`src/rtl/pc_pkg.sv`:
```
// Shared types and helpers for the next-PC datapath.
package pc_pkg;

  typedef enum logic [1:0] {PC_SEQ, PC_TARGET, PC_TRAP} next_pc_e;

  localparam int IALIGN_BYTES = 4;
  localparam int MAX_XLEN     = 128;

  function automatic logic [MAX_XLEN-1:0] align4(input logic [MAX_XLEN-1:0] addr);
    return addr & ~MAX_XLEN'(3);
  endfunction

endpackage

```
`src/rtl/next_pc_sel.sv`:
```
// Combinational next-PC priority select: stall > trap > misaligned target > target > sequential.
module next_pc_sel
  import pc_pkg::*;
#(
  parameter int XLEN = 32
) (
  input  logic            stall,
  input  logic            trap_req,
  input  logic            next_pc_src,
  input  logic [XLEN-1:0] alu_res,
  input  logic [XLEN-1:0] trap_vec,
  input  logic [XLEN-1:0] pc,
  output next_pc_e        sel,
  output logic [XLEN-1:0] next_pc,
  output logic            misalign,
  output logic            retire
);

  logic [XLEN-1:0] tgt;
  logic [XLEN-1:0] trap_base;
  logic            tgt_bad;

  // JALR clears bit 0; bit 1 set means the target is not 4-byte aligned.
  assign tgt       = alu_res & ~XLEN'(1);
  assign tgt_bad   = tgt[1];
  assign trap_base = XLEN'(align4(MAX_XLEN'(trap_vec)));

  always_comb begin
    sel      = PC_SEQ;
    next_pc  = pc + XLEN'(IALIGN_BYTES);
    misalign = 1'b0;
    retire   = 1'b0;
    if (stall) begin
      next_pc = pc;
    end else if (trap_req) begin
      sel     = PC_TRAP;
      next_pc = trap_base;
    end else if (next_pc_src) begin
      if (tgt_bad) begin
        sel      = PC_TRAP;
        next_pc  = trap_base;
        misalign = 1'b1;
      end else begin
        sel     = PC_TARGET;
        next_pc = tgt;
        retire  = 1'b1;
      end
    end else begin
      retire = 1'b1;
    end
  end

endmodule

```
`src/rtl/next_pc_unit.sv`:
```
// Architectural PC register with trap redirect, faulting-PC capture, stall and retire counter.
module next_pc_unit
  import pc_pkg::*;
#(
  parameter int              XLEN         = 32,
  parameter logic [XLEN-1:0] RESET_VECTOR = XLEN'(32'h0000_0000),
  parameter int              INSTRET_W    = 64
) (
  input  logic                 clk,
  input  logic                 rst_n,
  input  logic                 stall,
  input  logic                 NextPCSrc,
  input  logic [XLEN-1:0]      ALURes,
  input  logic                 trap_req,
  input  logic [XLEN-1:0]      trap_vec,
  output logic [XLEN-1:0]      PC,
  output logic [XLEN-1:0]      PCPlus4,
  output logic [XLEN-1:0]      epc,
  output logic                 misaligned,
  output logic [INSTRET_W-1:0] instret
);

  if (RESET_VECTOR[1:0] != 2'b00) begin : g_bad_reset_vector
    $error("next_pc_unit: RESET_VECTOR must be 4-byte aligned");
  end
  if (XLEN < 32 || XLEN > MAX_XLEN) begin : g_bad_xlen
    $error("next_pc_unit: XLEN out of supported range");
  end

  next_pc_e        sel;
  logic [XLEN-1:0] next_pc;
  logic            misalign;
  logic            retire;

  assign PCPlus4 = PC + XLEN'(IALIGN_BYTES);

  next_pc_sel #(.XLEN(XLEN)) u_sel (
    .stall       (stall),
    .trap_req    (trap_req),
    .next_pc_src (NextPCSrc),
    .alu_res     (ALURes),
    .trap_vec    (trap_vec),
    .pc          (PC),
    .sel         (sel),
    .next_pc     (next_pc),
    .misalign    (misalign),
    .retire      (retire)
  );

  always_ff @(posedge clk or negedge rst_n) begin
    if (!rst_n) begin
      PC         <= RESET_VECTOR;
      epc        <= '0;
      misaligned <= 1'b0;
      instret    <= '0;
    end else begin
      // misalign is already forced low by the selector while stalled
      misaligned <= misalign;
      if (!stall) begin
        PC <= next_pc;
        if (sel == PC_TRAP) epc <= PC;
        if (retire) instret <= instret + INSTRET_W'(1);
      end
    end
  end

endmodule
```
`config.mk`:
```
export PLATFORM = sky130hd
export DESIGN_NAME = next_pc_unit
export DESIGN_NICKNAME = d
export VERILOG_FILES = /design/src/rtl/pc_pkg.sv /design/src/rtl/next_pc_sel.sv /design/src/rtl/next_pc_unit.sv
export SDC_FILE = /design/constraint.sdc
export NUM_CORES = 1
export LEC_CHECK = 0
export ABC_AREA = 1
export CAP_MARGIN = 20
export CELL_PAD_IN_SITES_DETAIL_PLACEMENT = 1
export CELL_PAD_IN_SITES_GLOBAL_PLACEMENT = 1
export CORE_MARGIN = 2
export CORE_UTILIZATION = 30
export CTS_CLUSTER_SIZE = 24
export DETAILED_ROUTE_END_ITERATION = 10
export PLACE_DENSITY_LB_ADDON = 0.15
export SLEW_MARGIN = 0
export SYNTH_ARGS = -nofsm -noshare
export SYNTH_HDL_FRONTEND = slang
export SYNTH_SLANG_ARGS = --single-unit
```
`constraint.sdc`:
```
create_clock -name clk -period 1.5 [get_ports clk]
set_input_delay 0.225 -clock clk [delete_from_list [all_inputs] [get_ports clk]]
set_output_delay 0.225 -clock clk [all_outputs]
set_load 0.1 [all_outputs]
```
==> run summary, run 1 <==
H-tree depth: 4
Initial antenna violation count: 1
Largest net degree at the start of global routing: 55
EDFF count, synth: 0
Unique masters post-synth: 38
Placed cell count: 1955
DP HPWL: 29400 um
Rows: 59
Async S/R FF share, synth: 100%
Gpl congestion: 0.854
Sequential area share after synthesis: 39.9%
IO buf count: 220
Top_reg_cell synth: dfrtp_1
#FFs+latches synth: 125
Chip width: 166 um
Initial Util: 30.4%
Failed at: global routing
Yosys top cell by area: dfrtp_1
Tool Error: [ERROR DPL-0033] detailed placement checks failed during check placement.
Syn avg cell area: 6.74 um^2
Post-Syn Area: 7840 um^2
Yosys top cell area share: 39.9%
Synth Instances: 1164
Synthesis warning total: 0
WEP type: top-level output
Setup slack at placement: -0.653 ns
Outcome: stopped before the end
Grt repair worst endpoint: PCPlus4[19]
Sink Count: 125
Total CTS buffers: 17
# IOs: 230
Top cells by area, synth: dfrtp_1, nand2_1, nor2_1
Clock Path Buffers: 2
Die height: 166 um
Root buffer cell: clkbuf_16
-- metrics by stage --
step	instance area, um^2	TNS (ns)
4_1_cts	17400	-34.39
2_1_floorplan	8920	-52.30
3_5_place_dp	15000	-66.98
3_3_place_gp	15000	-58.03
-- timing repair --
item | in CTS
buffers inserted | 69
pin swaps | 107
hold buffers | 1
resized for setup | 330
setup endpoints to repair | 161
endpoints found under the hold margin | 30
-- cell usage after synthesis (12+ instances only) --
cell type,instances
xnor2_1,18
nand2_1,459
nor3_1,13
dfrtp_1,125
xor2_1,32
inv_1,102
o21ai_0,51
clkbuf_1,16
nor2_1,183
nand3_1,58
nand4_1,12
-- kinds of logic after synthesis --
family          after synthesis  synth area share [%]
xor+xnor                     50                  5.58
other cells                   1                0.0478
buf+inv                     135                  6.92
mux                           2                 0.287
flops                       125                  39.9
compound gates               80                  5.87
simple gates                769                  41.1
fa+ha+maj                     2                 0.319
==> run 2, diff against run 1 <==
--- a/config.mk
+++ b/config.mk
@@ -7,11 +7,8 @@
 export LEC_CHECK = 0
 export ABC_AREA = 1
 export CAP_MARGIN = 20
-export CELL_PAD_IN_SITES_DETAIL_PLACEMENT = 1
-export CELL_PAD_IN_SITES_GLOBAL_PLACEMENT = 1
 export CORE_MARGIN = 2
-export CORE_UTILIZATION = 30
-export CTS_CLUSTER_SIZE = 24
+export CORE_UTILIZATION = 40
 export DETAILED_ROUTE_END_ITERATION = 10
 export PLACE_DENSITY_LB_ADDON = 0.15
 export SLEW_MARGIN = 0
==> constraint.sdc (replaced) <==
create_clock -name clk -period 1.95 [get_ports clk]
set_input_delay 0.2925 -clock clk [delete_from_list [all_inputs] [get_ports clk]]
set_output_delay 0.2925 -clock clk [all_outputs]
set_load 0.1 [all_outputs]
==> run 2 against run 1 <==
  * The flow now finishes, with violations (setup timing)
  * Synthesized cell count is the same
  * Area after synthesis stayed put
==> run summary, run 2 <==
Outcome: complete, but fails checks
Failing checks: setup timing
EDFF count, synth: 0
Critical Path AT: 2.02 ns
Register cell area after layout: 3230 um^2
Total CTS buffers: 17
Clk pwr share: 28.1%
Nets: 1555
Post-route antenna net violation count: 0
Final std cells w/o fill: 1762
Reg2reg end: PC[29]
Critical path type: reg2out
Hold Path Class: in2async
RSZ-0062 raised after global routing: true
Leakage Power: 0.00595 uW
Max Slew Vio Count: 0
Switch share: 45.5%
Gr usage total: 28.1%
Post-route minimum period: 2.32 ns
Post-placement cell area: 11500 um^2
Root buffer cell: clkbuf_16
Most common cell after layout, fill and taps aside: nand2_1
Chip width: 144 um
CTS tree: done
Die ar.: 20700 um^2
FF-to-FF setup slack: 0.11 ns
Initial antenna violation count: 0
Largest net degree at the start of global routing: 48
Clock latency on the worst-skew pair: 0.43 ns
Total of max-cap violations: 0
Vias in the first global route: 8634
Final hold violations: 0
Placed cell count: 1709
Post-synth top cells: nand2_1, nor2_1, dfrtp_1
Final Worst Setup Slack: -0.366 ns
Slowest cell on the critical path: dfrtp_4
Crit path launch: PC[2]
Drt first pass iters: 5
Cell with the most instances after synthesis: nand2_1
R2r worst-path depth: 13
Area of the multi-input gates: 4910 um^2
Top_reg_cell synth: dfrtp_1
Sink Count: 125
First-pass GRT wire length: 44800 um
Post-Syn Area: 7840 um^2
PD cells: 933 nW/um^2
Tot Pwr: 11800 uW
Period utilisation layout: 119%
Unique masters post-synth: 38
GRT overflow: 0
Fillers: 1676
Worst hold slack: 0.312 ns
# IOs: 230
Max VDD drop: 0.831 mV
DRC errors left: 0
Yosys top cell by area: dfrtp_1
Core Util, Final: 65.7%
Sequential area share after synthesis: 39.9%
Max reg flops: 64
Synth Instances: 1164
Die height: 144 um
Comb power frac: 44.9%
Top cells by area, synth: dfrtp_1, nand2_1, nor2_1
Rows: 51
Yosys top cell area share: 39.9%
#FFs+latches synth: 125
Share of layout cells above drive strength 1: 33.5%
CP endpoint kind: primary output
Largest stage delay, worst path: 0.45 ns
ANT cells: 0
Via density: 4.98
H-tree depth: 4
Biggest register: instret
Largest regs: instret x64, PC x30, epc x30
Net Sw Power: 5390 uW
CP endpoint: PCPlus4[22]
Worst r2r src: PC[7]
Initial Util: 40.6%
F_max: 432 MHz
Clock Path Buffers: 2
Commonest non-fill, non-tap cells in the layout: nand2_1, buf_4, nor2_1
DP HPWL: 22200 um
Gpl congestion: 0.916
Synthesis warning total: 0
Crit path cell chain: ha_4, nand2_4, nor2_4, nand2_2, nor2_4, buf_6, nand3_2, nand2_4, buf_12
IO buf count: 220
Clk_skew: 0.00721 ns
Syn avg cell area: 6.74 um^2
Async S/R FF share, synth: 100%
Finished layout cell area: 12700 um^2
Required time of the worst setup path: 1.66 ns
# setup viols final: 28
Crit Path Max Fanout: 4
WL/cell: 16.4 um
Clock Pin Slew Worst Setup and Hold Paths: 0.06 ns
DRT iter0 DRCs: 485
Placeable Area: 19300 um^2
Internal power: 6450 uW
Area grow syn2layout: 61.9%
Detailed Route WL: 29000 um
Reg power frac: 27.0%
Startpoint types: register
Via count: 8780
run 2: cell counts after synthesis:
No cell type changed its count.
run 2: cell families after synthesis:
group	Yosys count	synth area share, %
AND/OR/NAND/NOR	769	41.1
adder cells (fa/ha/maj)	2	0.319
XOR/XNOR	50	5.58
multiplexers	2	0.287
AO/OA/AOI/OAI	80	5.87
other	1	0.0478
buffers and inverters	135	6.92
flip-flops	125	39.9
run 2: how the worst min path moves through the flow:
stage / cells after the start / start / end / slack (ns)
after CTS: 2 / rst_n / instret[9] / 0.32
after global routing: 2 / rst_n / instret[9] / 0.35
after global placement: 1 / rst_n / instret[9] / 0.20
after detailed placement: 1 / rst_n / instret[9] / 0.21
after floorplan: 0 / rst_n / PC[10] / -0.003
final: 2 / rst_n / instret[5] / 0.31
run 2: final cells by class:
type / instances / share of cell area, %
multi-input cells: 909 / 38.7
inverters: 104 / 3.14
repair buffers: 327 / 25.3
well taps: 265 / 2.61
clock buffers: 22 / 3.74
clock inverters: 10 / 1.08
flip-flops and latches: 125 / 25.5
run 2: repair_timing:
item,in CTS,in global routing
setup endpoints to repair,31,32
setup buffers,10,13
hold buffers,1,0
gates resized for setup,68,49
hold endpoints to repair,18,0
pin swaps,19,22
run 2: stage by stage:
stage | setup TNS [ns] | worst slack, ns
after floorplan | -23.37 | -0.734
final | -7.81 | -0.366
after global routing | -9.98 | -0.460
after global placement | -4.96 | -0.192
after CTS | -6.74 | -0.335
after detailed placement | -7.19 | -0.241
run 2: critical path: cells and delay by family (launching register included):
family / cells / cell delay (ns)
buffers and inverters: 2 / 0.31
flip-flops: 1 / 0.45
adder cells (fa/ha/maj): 1 / 0.15
AND/OR/NAND/NOR: 6 / 0.67
run 2: routing by layer:
layer,vias up,global-route usage (%),wire length (um)
li1,4275,-,-
met1,4117,34.4,11700
met2,331,48.4,14400
met3,57,5.83,1970
met4,0,11.7,942
met5,-,0,0
run 2: power by group through the flow:
stage	registers (uW)	logic (uW)	clock network [uW]
finish	3200	5310	3330
global route	3230	5530	3490
CTS	3180	5220	3360
detailed placement	3230	5080	0
global placement	3230	5060	0
floorplan	5040	1650	0
Power figures use the tool's default switching activity.
==> run 3, diff against run 2 <==
--- a/config.mk
+++ b/config.mk
@@ -11,7 +11,6 @@
 export CORE_UTILIZATION = 40
 export DETAILED_ROUTE_END_ITERATION = 10
 export PLACE_DENSITY_LB_ADDON = 0.15
-export SLEW_MARGIN = 0
 export SYNTH_ARGS = -nofsm -noshare
 export SYNTH_HDL_FRONTEND = slang
 export SYNTH_SLANG_ARGS = --single-unit
==> results of run 3 <==
Same layout as run 2: the final DEF is identical, and so are final timing and power.
==> run 4, diff against run 3 <==
--- a/config.mk
+++ b/config.mk
@@ -13,4 +13,5 @@
 export PLACE_DENSITY_LB_ADDON = 0.15
 export SYNTH_ARGS = -nofsm -noshare
 export SYNTH_HDL_FRONTEND = slang
+export SYNTH_HIERARCHICAL = 1
 export SYNTH_SLANG_ARGS = --single-unit
==> run 4 against run 3 <==
  * The run still ends with setup timing left
  * Final area grew 12%
  * Worst setup slack lost 0.16 ns
  * Synthesized cell count grew 6.1%
  * Sequential share of layout area shrank 1.7 points
  * Power grew 7.0%
  * Clock power grew 7.2%
  * Largest power group unchanged
==> run summary, run 4 <==
Async S/R FF share, synth: 100%
Clock latency on the worst-skew pair: 0.44 ns
Post-Syn Area: 8580 um^2
Cell with the most instances after synthesis: nand2_1
Net Sw Power: 5660 uW
Area grow syn2layout: 65.6%
Unique masters post-synth: 37
Largest regs: instret x64, PC x32, epc x32
Rows: 53
Main combinational cell family by area after synthesis: simple AND/OR/NAND/NOR gates
Required time of the worst setup path: 1.66 ns
Synth Area in Simple Gates: 39.3%
Post-route antenna net violation count: 0
Post-route minimum period: 2.48 ns
FF-to-FF setup slack: -0.03 ns
DP HPWL: 23600 um
Outcome: complete, but fails checks
Via count: 9396
Leakage Power: 0.00640 uW
Final Worst Setup Slack: -0.527 ns
Switch share: 44.7%
Max Slew Vio Count: 0
Via density: 4.98
Top cells by area, synth: dfrtp_1, nand2_1, inv_1
WL/cell: 16.0 um
Synthesis warning total: 6
Xor and xnor area share after synthesis: 7.35%
Biggest register: instret
Initial antenna violation count: 0
Clk pwr share: 28.2%
Worst r2r src: PC[2]
Startpoint types: register
Worst-Margin Slew: 0.642 ns
First-pass GRT wire length: 47300 um
Gr usage total: 27.1%
# setup viols final: 27
Crit Path Max Fanout: 4
IO buf count: 226
Total negative slack: -8.95 ns
DRT iter0 DRCs: 574
Drt first pass iters: 6
Clock Pin Slew Worst Setup and Hold Paths: 0.06 ns
GRT overflow: 0
Mapped Nets: 1307
Failing checks: setup timing
Detailed Route WL: 30200 um
Commonest non-fill, non-tap cells in the layout: nand2_1, buf_4, inv_1
H-tree depth: 4
Placeable Area: 21000 um^2
Max VDD drop: 1.01 mV
Reg power frac: 25.8%
Most common cell after layout, fill and taps aside: nand2_1
Sink Count: 129
Compound-Gate Fraction of Synth Area: 7.63%
Top_reg_cell synth: dfrtp_1
#FFs+latches synth: 129
Yosys top cell area share: 37.6%
Post-synth top cells: nand2_1, inv_1, dfrtp_1, nor2_1, o21ai_0
Syn avg cell area: 6.95 um^2
Mux contribution to synthesized area: 0%
Share of layout cells above drive strength 1: 35.7%
Chip width: 150 um
CP endpoint kind: primary output
Critical Path AT: 2.18 ns
Vias in the first global route: 9229
CTS tree: done
Hold Path Class: in2async
Die height: 150 um
Period utilisation layout: 127%
Clk_skew: 0.0131 ns
Internal power: 7010 uW
Sequential area share after synthesis: 37.6%
Max reg flops: 64
Clock Path Buffers: 2
Synth Area in Adders: 0.437%
Die ar.: 22600 um^2
Gpl congestion: 0.951
Final hold violations: 0
Yosys top cell by area: dfrtp_1
Total of max-cap violations: 0
Placed cell count: 1844
Final std cells w/o fill: 1885
Comb power frac: 46.0%
Nets: 1669
Largest net degree at the start of global routing: 80
Reg2reg end: PC[14]
EDFF count, synth: 0
Synth Instances: 1235
# IOs: 230
Initial Util: 40.8%
F_max: 404 MHz
RSZ-0062 raised after global routing: true
Slew HR: 57.2%
PD cells: 891 nW/um^2
R2r worst-path depth: 11
DRC errors left: 0
Total CTS buffers: 17
Setup slack at placement: -0.293 ns
Core Util, Final: 67.6%
Critical path type: reg2out
Root buffer cell: clkbuf_16
ANT cells: 0
run 4: per-stage QoR:
stage	hold WS [ns]	area (um^2)	total power [uW]
after detailed placement	0.365	13100	8980
after global routing	0.477	14200	13100
after floorplan	-0.00309	9250	6990
after CTS	0.455	14000	12600
after global placement	0.367	13100	8950
final	0.431	14200	12700
run 4: cells by family after synthesis:
family                   Yosys count
AO/OA/AOI/OAI                    123
flip-flops                       129
XOR/XNOR                          72
adder cells (fa/ha/maj)            3
AND/OR/NAND/NOR                  743
buffers and inverters            165
run 4: per-layer routing:
| metal | global-route usage, % | part of all wire (%) | wire length [um] | up-vias |
|---|---|---|---|---|
| met1 | 33.7 | 41 | 12300 | 4395 |
| met4 | 8.44 | 1.9 | 587 | 0 |
| met5 | 0 | 0 | 0 | - |
| met3 | 5.58 | 6.7 | 2010 | 37 |
| met2 | 47.1 | 51 | 15300 | 367 |
| li1 | - | - | - | 4597 |
run 4: layout make-up:
cell class                      count  area, um^2
Fill cell                        1810        6810
Inverter                          138         527
Clock buffer                       20         437
Sequential cell                   129        3380
Clock inverter                     12         206
Multi-Input combinational cell    941        5530
Tap cell                          275         344
Timing Repair Buffer              370        3790
run 4: repair_timing:
item / CTS / global route
hold buffers: 1 / 0
pin swaps: 17 / 33
resized for setup: 33 / 58
endpoints found under the setup margin: 28 / 46
setup buffers: 8 / 8
endpoints found under the hold margin: 79 / 0
run 4: critical path, stage by stage, from the launching register on:
cell and delay (ns):
dfrtp_4 0.45, nand2_1 0.14, nor2_2 0.16, nand4_1 0.25, nor2_4 0.26, buf_12 0.13
xor2_4 0.17, buf_12 0.19
run 4: worst max path at each step:
stage,startpoint,endpoint,cells past startpoint
final,PC[14],PCPlus4[23],7
after detailed placement,stall,instret[58],13
after global placement,stall,instret[56],13
after CTS,PC[2],PCPlus4[28],11
after floorplan,PC[2],PCPlus4[24],8
after global routing,PC[14],PCPlus4[23],7
run 4: power groups by stage:
stage / combinational [uW] / clock (uW) / sequential [uW]
after floorplan: 1610 / 0 / 5380
after global placement: 5660 / 0 / 3290
after detailed placement: 5680 / 0 / 3300
after CTS: 5770 / 3620 / 3260
after global routing: 6060 / 3750 / 3310
final: 5830 / 3570 / 3270
